<file path="src/rtl/branch_resolve_ctrl.sv">
// ID-stage branch resolution sequencer: operand-wait stall, take qualification and hold freeze.
// Define BRANCH_STATS_EN to add saturating branch / taken / stall counters.
module branch_resolve_ctrl #(
  parameter int unsigned ADDR_W   = 32,
  parameter int unsigned MAX_WAIT = 15
) (
  input  logic              clk,
  input  logic              reset,
  input  logic              br_valid,
  input  logic [3:0]        branch,
  input  logic              opnd_ready,
  input  logic              cmp_take,
  input  logic              pipe_hold,
  input  logic              flush,
  input  logic [ADDR_W-1:0] pc4_id,
  input  logic [15:0]       imm16,
  output logic              stall_br,
  output logic              npc_sel_br,
  output logic [ADDR_W-1:0] br_target,
  output logic              wait_err
`ifdef BRANCH_STATS_EN
  ,
  output logic [31:0]       stat_br,
  output logic [31:0]       stat_taken,
  output logic [31:0]       stat_stall
`endif
);

  typedef enum logic [1:0] {StIdle, StWait, StHold} state_e;

  localparam logic [7:0] WaitLimit = 8'(MAX_WAIT);

  state_e            state_q, state_d;
  logic [7:0]        wait_cnt_q, wait_cnt_d;
  logic              take_q, take_d;
  logic [ADDR_W-1:0] tgt_q, tgt_d;
  logic              err_q, err_d;

  logic              is_br;
  logic [ADDR_W-1:0] offset;
  logic [ADDR_W-1:0] tgt_calc;
  logic [7:0]        wait_inc;
  logic              stall_c;
  logic              npc_c;
  logic [ADDR_W-1:0] tgt_c;

  assign is_br    = br_valid && (branch >= 4'd1) && (branch <= 4'd6);
  assign offset   = ADDR_W'(signed'({imm16, 2'b00}));
  assign tgt_calc = pc4_id + offset;
  assign wait_inc = (wait_cnt_q == 8'hFF) ? 8'hFF : wait_cnt_q + 8'd1;

  always_comb begin
    state_d    = state_q;
    wait_cnt_d = wait_cnt_q;
    take_d     = take_q;
    tgt_d      = tgt_q;
    err_d      = err_q;
    stall_c    = 1'b0;
    npc_c      = 1'b0;
    tgt_c      = '0;

    if (flush) begin
      // Flush kills the branch outright; the sticky error survives.
      state_d    = StIdle;
      wait_cnt_d = '0;
      take_d     = 1'b0;
      tgt_d      = '0;
    end else begin
      unique case (state_q)
        StIdle, StWait: begin
          if (!is_br) begin
            state_d    = StIdle;
            wait_cnt_d = '0;
          end else if (!opnd_ready) begin
            stall_c    = 1'b1;
            state_d    = StWait;
            wait_cnt_d = (state_q == StIdle) ? 8'd1 : wait_inc;
            if (wait_cnt_d == WaitLimit) begin
              err_d = 1'b1;
            end
          end else begin
            npc_c      = cmp_take;
            tgt_c      = tgt_calc;
            wait_cnt_d = '0;
            if (pipe_hold) begin
              // Freeze the decision so late forwarding cannot flip it.
              take_d  = cmp_take;
              tgt_d   = tgt_calc;
              state_d = StHold;
            end else begin
              state_d = StIdle;
            end
          end
        end
        StHold: begin
          npc_c = take_q;
          tgt_c = tgt_q;
          if (!pipe_hold) begin
            state_d = StIdle;
          end
        end
        default: state_d = StIdle;
      endcase
    end
  end

  always_ff @(posedge clk or posedge reset) begin
    if (reset) begin
      state_q    <= StIdle;
      wait_cnt_q <= '0;
      take_q     <= 1'b0;
      tgt_q      <= '0;
      err_q      <= 1'b0;
    end else begin
      state_q    <= state_d;
      wait_cnt_q <= wait_cnt_d;
      take_q     <= take_d;
      tgt_q      <= tgt_d;
      err_q      <= err_d;
    end
  end

  // Outputs are combinational from inputs in IDLE, so force them low while reset is asserted.
  assign stall_br   = stall_c & ~reset;
  assign npc_sel_br = npc_c & ~reset;
  assign br_target  = reset ? '0 : tgt_c;
  assign wait_err   = err_q;

`ifdef BRANCH_STATS_EN
  logic        resolved;
  logic [31:0] st_br_q, st_taken_q, st_stall_q;

  // A branch counts when it leaves for IDLE with a decision: direct resolve or hold release.
  assign resolved = !flush &&
                    (((state_q == StIdle) || (state_q == StWait)) && is_br && opnd_ready &&
                     !pipe_hold ||
                     (state_q == StHold) && !pipe_hold);

  always_ff @(posedge clk or posedge reset) begin
    if (reset) begin
      st_br_q    <= '0;
      st_taken_q <= '0;
      st_stall_q <= '0;
    end else begin
      if (resolved && (st_br_q != 32'hFFFF_FFFF)) begin
        st_br_q <= st_br_q + 32'd1;
      end
      if (resolved && npc_c && (st_taken_q != 32'hFFFF_FFFF)) begin
        st_taken_q <= st_taken_q + 32'd1;
      end
      if (stall_c && (st_stall_q != 32'hFFFF_FFFF)) begin
        st_stall_q <= st_stall_q + 32'd1;
      end
    end
  end

  assign stat_br    = st_br_q;
  assign stat_taken = st_taken_q;
  assign stat_stall = st_stall_q;
`endif

endmodule
</file>
<file path="config.mk">
export PLATFORM = sky130hd
export DESIGN_NAME = branch_resolve_ctrl
export DESIGN_NICKNAME = d
export VERILOG_FILES = /design/src/rtl/branch_resolve_ctrl.sv
export SDC_FILE = /design/constraint.sdc
export NUM_CORES = 1
export LEC_CHECK = 0
export ABC_AREA = 1
export CORE_MARGIN = 4
export CORE_UTILIZATION = 53
export DETAILED_ROUTE_END_ITERATION = 10
export PLACE_DENSITY = 0.82
export SLEW_MARGIN = 40
export SYNTH_ARGS = -nofsm -noshare
export SYNTH_HDL_FRONTEND = slang
export SYNTH_SLANG_ARGS = --single-unit
</file>
<file path="constraint.sdc">
create_clock -name clk -period 2.96 [get_ports clk]
set_input_delay 0.592 -clock clk [delete_from_list [all_inputs] [get_ports clk]]
set_output_delay 0.592 -clock clk [all_outputs]
set_load 0.02 [all_outputs]
</file>
==> results_dict.tcl, run 1 <==
set metrics [dict create \
    outcome "did not finish" \
    stop_stage "global routing (5_1_grt)" \
    error "[ERROR GRT-0232] Routing congestion too high. Check the congestion heatmap in the GUI." \
    start_util_pct 55.0 \
    dp_hpwl_mm 12.2 \
    seq_area_frac_synth_pct 24.3 \
    root_buffer "clkbuf_8" \
    synth_warnings 0 \
    placed_area_sq_mm 0.00615 \
    die_x_um 101 \
    synth.ff_latch_count 44 \
    synth.avg_cell_area_sq_um 5.96 \
    place_inst 1024 \
    cts.hold.buffers_added 0 \
    routabilityCongestion 0.997 \
    synth_area_leader_cell "dfrtp_1" \
    postGrtWorstEndpoint "br_target[18]" \
    overflow 19 \
    htree_levels 2 \
    synth-edff-count 0 \
    clk_path_buf_depth 2 \
    io_pins 94 \
    preCtsSetupSlack_ps -983 \
    synth_top_area_share_pct 24.3 \
    numPortBuffers 93 \
    synth_nets 851 \
    fp.dieH_um 101 \
    synth_cell_types 37 \
    grt_max_degree 45 \
    numCtsBuffers 5 \
    cts.sinks 44 \
    syn_inst 761 \
    synth_area_sq_mm 0.00454 \
    global_route.usage.total_pct 62.9 \
    worstEpCategory "primary output" \
    synth_area_leaders "dfrtp_1 24%, nand2_1 23%, inv_1 10%, ha_1 8.3%, nand3_1 8.0%" \
    synth_ff_type "dfrtp_1" \
    async_reset_ff_share_pct 100 \
    num_rows 33 \
]
==> repair_timing <==
item / CTS
resized for setup: 325
hold endpoints to repair: 0
pin swaps: 52
setup buffers: 20
setup endpoints to repair: 33
gates cloned: 1
==> cells in the mapped netlist, types with 2 or more instances <==
| cell type | number |
|---|---|
| nand2_1 | 277 |
| inv_1 | 121 |
| nand3_1 | 73 |
| nor2_1 | 61 |
| a21oi_1 | 54 |
| dfrtp_1 | 44 |
| ha_1 | 30 |
| o21ai_0 | 16 |
| o21ai_1 | 9 |
| nand4_1 | 8 |
| a22o_1 | 6 |
| clkbuf_1 | 5 |
| xnor2_1 | 5 |
| a22oi_1 | 4 |
| buf_2 | 4 |
| nand3b_1 | 4 |
| o21bai_1 | 4 |
| o22ai_1 | 4 |
| xor2_1 | 4 |
| buf_4 | 3 |
| nor2_2 | 3 |
| nor3_1 | 3 |
| or2_2 | 3 |
| nand2_2 | 2 |
| o211ai_1 | 2 |
==> through the flow <==
stage | hold slack, ps | setup TNS, ps | utilization, %
2_1_floorplan | 449 | 0 | -
4_1_cts | 488 | -14.0 | 85.6
3_5_place_dp | 466 | -23930 | 74.4
3_3_place_gp | 460 | -22520 | 74.4
==> cell families after synthesis <==
logic type / share of synthesized area (%)
AOI/OAI and AO/OA: 13.3
buffers and inverters: 11.7
xor gates and xnor gates: 1.74
DFF: 24.3
and+or+nand+nor: 40.3
adders and majority gates: 8.71
==> per-layer routing <==
metal	overflow	GRT usage, %
met1	0	61.5
met2	9	85.8
met3	0	42.2
met4	10	60.4
met5	0	14.9
==> inputs of run 2 (changes only) <==
- CORE_UTILIZATION: 53 -> 40
- PLACE_DENSITY: 0.82 -> unset
- PLACE_DENSITY_LB_ADDON: unset -> 0.15
==> run 2 against run 1 <==
The flow now finishes, with violations (negative setup slack). Synthesized cell count unchanged. Synthesized area unchanged.
==> results_dict.tcl, run 2 <==
set metrics [dict create \
    hold_violations 0 \
    top_regs "tgt_q: 32 flops, wait_cnt_q: 8 flops, state_q: 2 flops" \
    p_switching_w 0.000880 \
    fp.dieH_um 115 \
    grt_max_degree 45 \
    layout_commonest_cell "nand2_1" \
    cp_num_buf_inv 2 \
    die_x_um 115 \
    antenna_found_initial 0 \
    stdcell_count 1097 \
    yosysMostFrequentCell "nand2_1" \
    maxCapViolations 0 \
    arrival_ps 2370 \
    crit_required_ps 2370 \
    clk_path_buf_depth 2 \
    fin_skew_ps 2.20 \
    end_kind "output pin" \
    global_route.usage.total_pct 25.6 \
    violations "negative setup slack" \
    clk_pin_slew_ps 60 \
    totalWireLength_mm 17.5 \
    fillers 864 \
    p_sw_share_pct 36.1 \
    drt-initial-drc-count 354 \
    final_util_pct 71.3 \
    synth_area_leaders "dfrtp_1 24%, nand2_1 23%, inv_1 10%, ha_1 8.3%, nand3_1 8.0%" \
    fin_nets 1046 \
    wire_per_inst_um 16.0 \
    drive_gt1_share_pct 44.4 \
    drv_slew 0 \
    outcome "finished, violations left" \
    worst_pin_slew_ps 573 \
    hp-class "reg2reg" \
    synth_area_leader_cell "dfrtp_1" \
    cp_top_family "simple AND/OR/NAND/NOR gates" \
    fin_crit_ps 2960 \
    synth_cell_types 37 \
    comb_power_share_pct 47.5 \
    antennaDiodeCount 0 \
    largest_register "tgt_q" \
    place_inst 1062 \
    routabilityCongestion 0.906 \
    clkLatencyLatePin_ps 290 \
    numPortBuffers 93 \
    postRouteAntennaNets 0 \
    cts.sinks 44 \
    crit_path_cell_trace "dlygate4sd2_1 -> ha_4 -> nand2_1 -> nand2_1 -> nand2_1 -> nand2_2 -> nand2_2 -> nand3_4 -> nand3_1 -> nand3b_1 -> nand3_1 -> a21oi_2 -> buf_4" \
    power.density_mw_per_mm2 311 \
    preCtsSetupSlack_ps -991 \
    synth.ff_latch_count 44 \
    root_buffer "clkbuf_16" \
    largest_reg_flops 32 \
    synth_nets 851 \
    p_int_w 0.00156 \
    rsz0062_at_grt "true" \
    setup_viol 2 \
    areaGrowthSynthToFinish_pct 72.4 \
    firstDrtPassIters 7 \
    seq_power_share_pct 25.4 \
    critical_path.max_stage_delay_ps 310 \
    crit_fanout 5 \
    dieArea_sq_mm 0.0131 \
    cts_tree "done" \
    synth_top_area_share_pct 24.3 \
    numCtsBuffers 5 \
    io_pins 94 \
    remaining_drc_errors 0 \
    via_per_inst 5.27 \
    critical_path_class "in2out" \
    ir_worst_vdd_mv 0.245 \
    synth-edff-count 0 \
    coreArea_sq_mm 0.0110 \
    synth_area_sq_mm 0.00454 \
    clockPowerShare_pct 27.1 \
    syn_inst 761 \
    num_rows 38 \
    async_reset_ff_share_pct 100 \
    grt_pass1_vias 5716 \
    leakage_nw 3.83 \
    synth.avg_cell_area_sq_um 5.96 \
    critical-path-slowest-cell "ha_4" \
    vias 5784 \
    start_util_pct 41.3 \
    dp_hpwl_mm 12.2 \
    startpoint_type "input port" \
    layout_common_cells "189 x nand2_1, 107 x buf_4, 102 x inv_1, 66 x nand2_2, 47 x nand3_1" \
    path_common_cell "nand2_1" \
    synth_common_cells "277 x nand2_1, 121 x inv_1, 73 x nand3_1, 61 x nor2_1, 54 x a21oi_1" \
    total_power_w 0.00244 \
    setup_slack_ps -4.70 \
    synth_warnings 0 \
    overflow 0 \
    synth_ff_type "dfrtp_1" \
    slew_headroom_pct 61.8 \
    seq_area_frac_synth_pct 24.3 \
    grt_pass1_wl_mm 27.2 \
    fin_crit_sh_pct 100 \
    whs_ps 481 \
    htree_levels 2 \
    fmax_ghz 0.337 \
]
==> run 2: metal layers <==
metal	up-vias	routed length [um]	part of all wire [%]	GRT usage, %
li1	2824	-	-	-
met1	2735	7150	41	31.5
met2	187	9040	52	47.1
met3	38	891	5.1	3.07
met4	0	457	2.6	6.25
met5	-	0	0	0
==> run 2: worst paths after layout <==
| path | from | to | slack (ps) | cells past startpoint |
|---|---|---|---|---|
| setup / recovery | imm16[3] | br_target[20] | -5 | 13 |
| hold / removal | tgt_q[26] | tgt_q[26] | 480 | 2 |
| setup reg to reg | state_q[1] | tgt_q[10] | 730 | 14 |
| hold reg to reg | tgt_q[26] | tgt_q[26] | 480 | 2 |
| max in group asynchronous | reset | wait_err | 1700 | 3 |
| min in group asynchronous | reset | wait_cnt_q[1] | 860 | 3 |
==> run 2: through the flow <==
| stage | instance area [sq um] | setup TNS, ps |
|---|---|---|
| 4_1_cts | 7320 | -37.3 |
| 3_5_place_dp | 6240 | -24310 |
| 3_3_place_gp | 6240 | -23390 |
| 5_1_grt | 7830 | -598 |
| 2_1_floorplan | 4540 | 0 |
| 6_report | 7830 | -9.01 |
==> run 2: worst register-to-register path, delay by kind of cell (launching register included) <==
family / cells / cell delay, ps
compound gates: 3 / 300
buf+inv: 10 / 1330
flops: 1 / 390
simple gates: 1 / 130
==> run 2: layout make-up <==
cell class	instances	area [sq um]	area share (%)
multi-input cells	582	4220	53.9
repair buffers	201	1680	21.4
flip-flops and latches	44	1100	14.1
inverters	122	479	6.12
well taps	140	175	2.24
clock buffers	6	139	1.77
clock inverters	2	38.8	0.496
==> run 2: kinds of logic (layout without fill, tap and decap cells) <==
family | count (synthesis) | count (layout) | synth area share [%]
simple gates | 438 | 438 | 40.3
buf+inv | 135 | 331 | 11.7
xor+xnor | 9 | 9 | 1.74
compound gates | 104 | 104 | 13.3
fa+ha+maj | 31 | 31 | 8.71
flops | 44 | 44 | 24.3
==> run 2: repair_timing <==
| action | 4_1_cts | 5_1_grt |
|---|---|---|
| buffers inserted | 18 | 7 |
| hold buffers | 0 | 0 |
| cloned | 1 | 0 |
| setup endpoints to repair | 34 | 34 |
| pin swaps | 70 | 77 |
| gates resized for setup | 382 | 189 |
==> run 2: power by group through the flow <==
stage               combinational, W  clock [W]  sequential [W]
finish                       0.00116   0.000660        0.000620
global route                 0.00124   0.000697        0.000620
CTS                         0.000998   0.000668        0.000619
detailed placement          0.000786          0        0.000630
global placement            0.000778          0        0.000630
floorplan                   0.000414          0        0.000629
(Power assumes the default switching activity.)
==> inputs of run 3 (changes only) <==
- CORE_MARGIN: 4 -> unset
==> run 3 against run 2 <==
The flow still finishes with violations (negative setup slack). Setup slack lost 78 ps. Sequential power is essentially flat. Non-clock buffer count grew 3. Critical path depth shrank 2. Die area shrank 10%. Final cell count grew 0.27%. Sequential share of layout area is essentially flat. First-iteration DRC count grew 0.56%. Largest power group unchanged.
==> results_dict.tcl, run 3 (synthesis results as in run 2) <==
set metrics [dict create \
    outcome "finished, violations left" \
    violations "negative setup slack" \
    grt_pass1_wl_mm 25.8 \
    stdcell_count 1100 \
    root_buffer "clkbuf_16" \
    leakage_nw 3.87 \
    ff_latch_area_sq_mm 0.00110 \
    cts.sinks 44 \
    setup_viol 8 \
    critical-path-slowest-cell "ha_4" \
    fin_skew_ps 4.91 \
    via_per_inst 5.31 \
    largest_reg_flops 32 \
    cts_tree "done" \
    drt-initial-drc-count 356 \
    postRouteAntennaNets 0 \
    clkLatencyLatePin_ps 290 \
    crit_path_cell_trace "dlygate4sd2_1 -> ha_4 -> nand2_4 -> nor2_2 -> nand3_1 -> nand3_4 -> nand2_1 -> nand3_1 -> nand3_1 -> a21oi_1 -> buf_4" \
    crit_required_ps 2370 \
    numPortBuffers 93 \
    areaGrowthSynthToFinish_pct 72.3 \
    hold_violations 0 \
    rsz0062_at_grt "true" \
    path_common_cell "nand3_1" \
    layout_commonest_cell "nand2_1" \
    worst_pin_slew_ps 570 \
    clk_path_buf_depth 2 \
    overflow 0 \
    top_regs "tgt_q: 32 flops, wait_cnt_q: 8 flops, state_q: 2 flops" \
    fin_nets 1049 \
    vias 5839 \
    coreArea_sq_mm 0.0109 \
    grt_max_degree 45 \
    start_util_pct 41.5 \
    cp_top_family "simple AND/OR/NAND/NOR gates" \
    place_inst 1061 \
    fin_crit_sh_pct 103 \
    ir_worst_vdd_mv 0.252 \
    critical_path.max_stage_delay_ps 320 \
    totalWireLength_mm 17.5 \
    dieArea_sq_mm 0.0118 \
    drv_slew 0 \
    whs_ps 475 \
    io_pins 94 \
    fin_crit_ps 3040 \
    fillers 836 \
    fmax_ghz 0.329 \
    cp_num_buf_inv 2 \
    crit_fanout 4 \
    dp_hpwl_mm 11.7 \
    antennaDiodeCount 0 \
    firstDrtPassIters 5 \
    clk_pin_slew_ps 60 \
    layout_common_cells "199 x nand2_1, 115 x buf_4, 103 x inv_1, 56 x nand2_2, 47 x nand3_1" \
    largest_register "tgt_q" \
    htree_levels 2 \
    global_route.usage.total_pct 28.0 \
    numCtsBuffers 5 \
    fp.dieH_um 109 \
    die_x_um 109 \
    cts.hold.buffers_added 0 \
    startpoint_type "input port" \
    setup_slack_ps -82.2 \
    multi_input_area_sq_mm 0.00417 \
    antenna_found_initial 0 \
    num_rows 38 \
    power.density_mw_per_mm2 313 \
    arrival_ps 2450 \
    drive_gt1_share_pct 41.1 \
    maxCapViolations 0 \
    routabilityCongestion 0.907 \
    critical_path_class "in2out" \
    slew_headroom_pct 62.0 \
    hp-class "reg2reg" \
    wire_per_inst_um 15.9 \
    end_kind "output pin" \
    remaining_drc_errors 0 \
    grt_pass1_vias 5513 \
]
run 3: cell types whose count changed in the layout (fill, tap and decap cells not counted), moves of 5 or more:
cell | previous run | this run
nand2_1 | 189 | 199
buf_6 | 19 | 14
nand2_2 | 66 | 56
nor2_4 | 16 | 11
buf_4 | 107 | 115
dlygate4sd2_1 | 17 | 30
clkbuf_2 | 19 | 7
run 3: cell type report:
cell class                 count  share of cell area, %
sequential                    44                   14.1
clock inverter                 2                  0.496
inverter                     122                   6.03
clock buffer                   6                   1.78
tap                          140                   2.24
multi-input combinational    582                   53.3
timing repair buffer         204                   22.1
run 3: what timing repair did:
action	in CTS	in global routing
pin swaps	45	70
resized for setup	313	196
cloned	1	0
setup buffers	25	5
setup endpoints to repair	33	36
run 3: metrics by stage:
stage,total power (W),setup slack [ps],cell area (sq um),util [%],TNS (ps)
finish,0.00245,-82.2,7820,71.5,-320
global route,0.00256,-195,7820,71.5,-1770
CTS,0.00225,-13.4,7170,65.5,-13.4
detailed placement,0.00141,-962,6210,56.8,-23680
global placement,0.00140,-933,6200,56.7,-23080
floorplan,0.00104,82.3,4540,-,0
run 3: worst register-to-register path: stages (launching register included):
cell and delay [ps]:
dfrtp_1 390, inv_1 170, nand3_4 140, buf_6 170, a21oi_2 140, o21ai_2 100
buf_4 140, buf_4 120, buf_4 120, buf_4 120, buf_4 120, buf_4 120
buf_4 120, buf_4 120, buf_4 120, o21ai_2 90
run 3: report_power, final:
group	leakage, nW	total (W)	switching (W)	internal [W]
combinational	3.17	0.00117	0.000638	0.000532
clock	0.0871	0.000662	0.000239	0.000423
sequential	0.611	0.000620	0.00000699	0.000613
run 3: layer usage:
layer,share of wire (%),vias up,GRT usage [%]
met5,0,-,0
met4,4.0,0,10.1
met3,5.6,46,3.86
met2,50,229,49.1
met1,41,2748,34.6
li1,-,2816,-
run 3: final timing paths:
kind,from,endpoint,slack [ps],cells after the start
setup / recovery,pc4_id[7],br_target[29],-80,11
hold / removal,wait_err,wait_err,470,1
setup reg to reg,state_q[1],tgt_q[10],600,15
hold reg to reg,wait_err,wait_err,470,1
max in group asynchronous,reset,wait_err,1710,3
min in group asynchronous,reset,state_q[0],860,3
==> inputs of run 4 (changes only) <==
- ABC_AREA: 1 -> unset
- RECOVER_POWER: unset -> 50
==> run 4 against run 3 <==
Utilization is 0.19 points higher. The flow still finishes with violations (negative setup slack). Critical path type unchanged. Die area is 8.0% lower. Sequential power hardly changed. Non-clock buffer count is 56 higher. Synthesized cell count is 30% lower. Design area is 8.7% lower. Total power is 16% lower. Fmax is 12% lower. Register-to-register slack worse by 20 ps.
==> results_dict.tcl, run 4 <==
set metrics [dict create \
    synth_area_leaders "dfrtp_1 26%, ha_1 9.0%, nand2_1 7.8%, a21oi_1 6.2%, nor2_1 4.1%" \
    synth_common_cells "87 x nand2_1, 52 x a21oi_1, 45 x nor2_1, 44 x dfrtp_1, 30 x ha_1" \
    coreArea_sq_mm 0.00995 \
    antennaDiodeCount 0 \
    synth_ff_type "dfrtp_1" \
    fin_skew_ps 4.94 \
    seq_area_frac_synth_pct 26.4 \
    hold_depth 1 \
    numPortBuffers 93 \
    crit_required_ps 2370 \
    dp_hpwl_mm 10.2 \
    fin_crit_ps 3470 \
    leakage_nw 3.11 \
    synth_warnings 0 \
    syn_inst 536 \
    vias 4976 \
    fin_nets 864 \
    clk_path_buf_depth 2 \
    violations "negative setup slack" \
    synth_area_sq_mm 0.00417 \
    fp.dieH_um 104 \
    areaGrowthSynthToFinish_pct 71.2 \
    root_buffer "clkbuf_8" \
    htree_levels 2 \
    critical_path.max_stage_delay_ps 360 \
    setup_viol 29 \
    synth_nets 626 \
    remaining_drc_errors 0 \
    r2r_slack_ps 580 \
    slew_headroom_pct 34.9 \
    worst_pin_slew_ps 972 \
    crit_path_cell_trace "buf_6 -> ha_4 -> inv_2 -> fa_2 -> and2b_1 -> o2111ai_2 -> a21o_1 -> o21a_4 -> o21ai_4 -> a211o_1 -> a221oi_2 -> a21oi_2 -> buf_4" \
    global_route.usage.total_pct 26.3 \
    yosysMostFrequentCell "nand2_1" \
    critical_path_class "in2out" \
    crit_fanout 6 \
    hp-class "reg2reg" \
    start_util_pct 41.9 \
    synth.avg_cell_area_sq_um 7.78 \
    outcome "finished, violations left" \
    setup_slack_ps -514 \
    ir_worst_vdd_mv 0.205 \
    synth_top_area_share_pct 26.4 \
    r2r-end "tgt_q[31]" \
    synth_cell_types 65 \
    cts_tree "done" \
    dieArea_sq_mm 0.0108 \
    grt_pass1_wl_mm 23.6 \
    grt_pass1_vias 4990 \
    synth_area_leader_cell "dfrtp_1" \
    power.density_mw_per_mm2 289 \
    reg2reg_from "state_q[1]" \
    drt-initial-drc-count 271 \
    timing.setup.tns_ps -9050 \
    io_pins 94 \
    postRouteAntennaNets 0 \
    totalWireLength_mm 14.4 \
    largest_register "tgt_q" \
    antenna_found_initial 0 \
    final_util_pct 71.7 \
    startpoint "imm16[0]" \
    maxCapViolations 0 \
    firstDrtPassIters 5 \
    top_regs "tgt_q: 32 flops, wait_cnt_q: 8 flops, state_q: 2 flops" \
    layout_common_cells "156 x buf_4, 83 x nand2_1, 44 x dfrtp_1, 39 x nor2_1, 36 x a21oi_1" \
    synth.ff_latch_count 44 \
    hold_violations 0 \
    critical-path-slowest-cell "fa_2" \
    die_x_um 104 \
    grt_max_degree 50 \
    async_reset_ff_share_pct 100 \
    fmax_ghz 0.288 \
    startpoint_type "input port" \
    via_per_inst 5.49 \
    fin_crit_sh_pct 117 \
    drive_gt1_share_pct 41.5 \
    routabilityCongestion 0.860 \
    cts.sinks 44 \
    end_kind "output pin" \
    num_rows 36 \
    layout_commonest_cell "buf_4" \
    total_power_w 0.00206 \
    rsz0062_at_grt "true" \
    clkLatencyLatePin_ps 300 \
    largest_reg_flops 32 \
    clk_pin_slew_ps 80 \
    drv_slew 0 \
    overflow 0 \
    endpoint "br_target[30]" \
    cts.hold.buffers_added 0 \
    numCtsBuffers 5 \
    arrival_ps 2880 \
    reg2regPathDepth 11 \
    synth-edff-count 0 \
    wire_per_inst_um 15.8 \
]
==> run 4: cell count changes after synthesis, moves of 10 or more <==
cell / change
inv_1: -108
nor2_1: -16
clkbuf_1: +14
nand3_1: -59
o21ai_0: +10
a22oi_1: +10
nor3_1: +14
xnor2_1: +11
nand2_1: -190
==> run 4: per-stage QoR <==
stage	instance area [sq um]	std cells	hold slack, ps	worst slack (ps)
finish	7140	907	469	-514
global route	7140	907	493	-607
CTS	7050	902	482	-569
detailed placement	6330	868	465	-1340
global placement	6330	868	451	-1290
floorplan	4310	536	477	-120
==> run 4: repair_timing <==
action | in CTS | in global routing
pin swaps | 70 | 31
gates cloned | 1 | 0
setup buffers | 27 | 5
gates resized for setup | 283 | 29
endpoints found under the setup margin | 39 | 32
==> run 4: logic make-up after synthesis <==
group	Yosys count	share of synthesized area, %
compound gates	170	28.5
xor+xnor	27	5.67
fa+ha+maj	31	9.48
buf+inv	42	4.29
flops	44	26.4
mux	4	0.960
simple gates	218	24.7
==> run 4: final cells by class <==
class | instances | area [sq um]
Sequential cell | 44 | 1100
Multi-Input combinational cell | 450 | 3570
Clock buffer | 5 | 68.8
Fill cell | 759 | 2820
Tap cell | 133 | 166
Clock inverter | 2 | 12.5
Inverter | 13 | 50.0
Timing Repair Buffer | 260 | 2170
==> run 4: per-layer routing <==
layer / routed length, um / track usage [%] / vias up
met5: 0 / 0 / -
met4: 310 / 7.65 / 0
met3: 591 / 2.69 / 31
met2: 7170 / 45.9 / 165
met1: 6300 / 34.3 / 2359
li1: - / - / 2421
==> run 4: critical path: cells and delay by family <==
kind            cells  cell delay, ps
fa+ha+maj           2             490
buf+inv             3             260
simple gates        1             240
compound gates      7            1310
==> run 4: power breakdown <==
group,switching [W],internal [W]
clock,0.000221,0.000160
sequential,0.00000757,0.000613
combinational,0.000501,0.000562
total,0.000730,0.00133
==> run 4: how the worst min path moves through the flow <==
| stage | startpoint | end | slack [ps] |
|---|---|---|---|
| final | wait_err | wait_err | 470 |
| after global routing | wait_err | wait_err | 490 |
| after CTS | wait_err | wait_err | 480 |
| after detailed placement | wait_err | wait_err | 470 |
| after global placement | wait_err | wait_err | 450 |
| after floorplan | tgt_q[25] | tgt_q[25] | 480 |
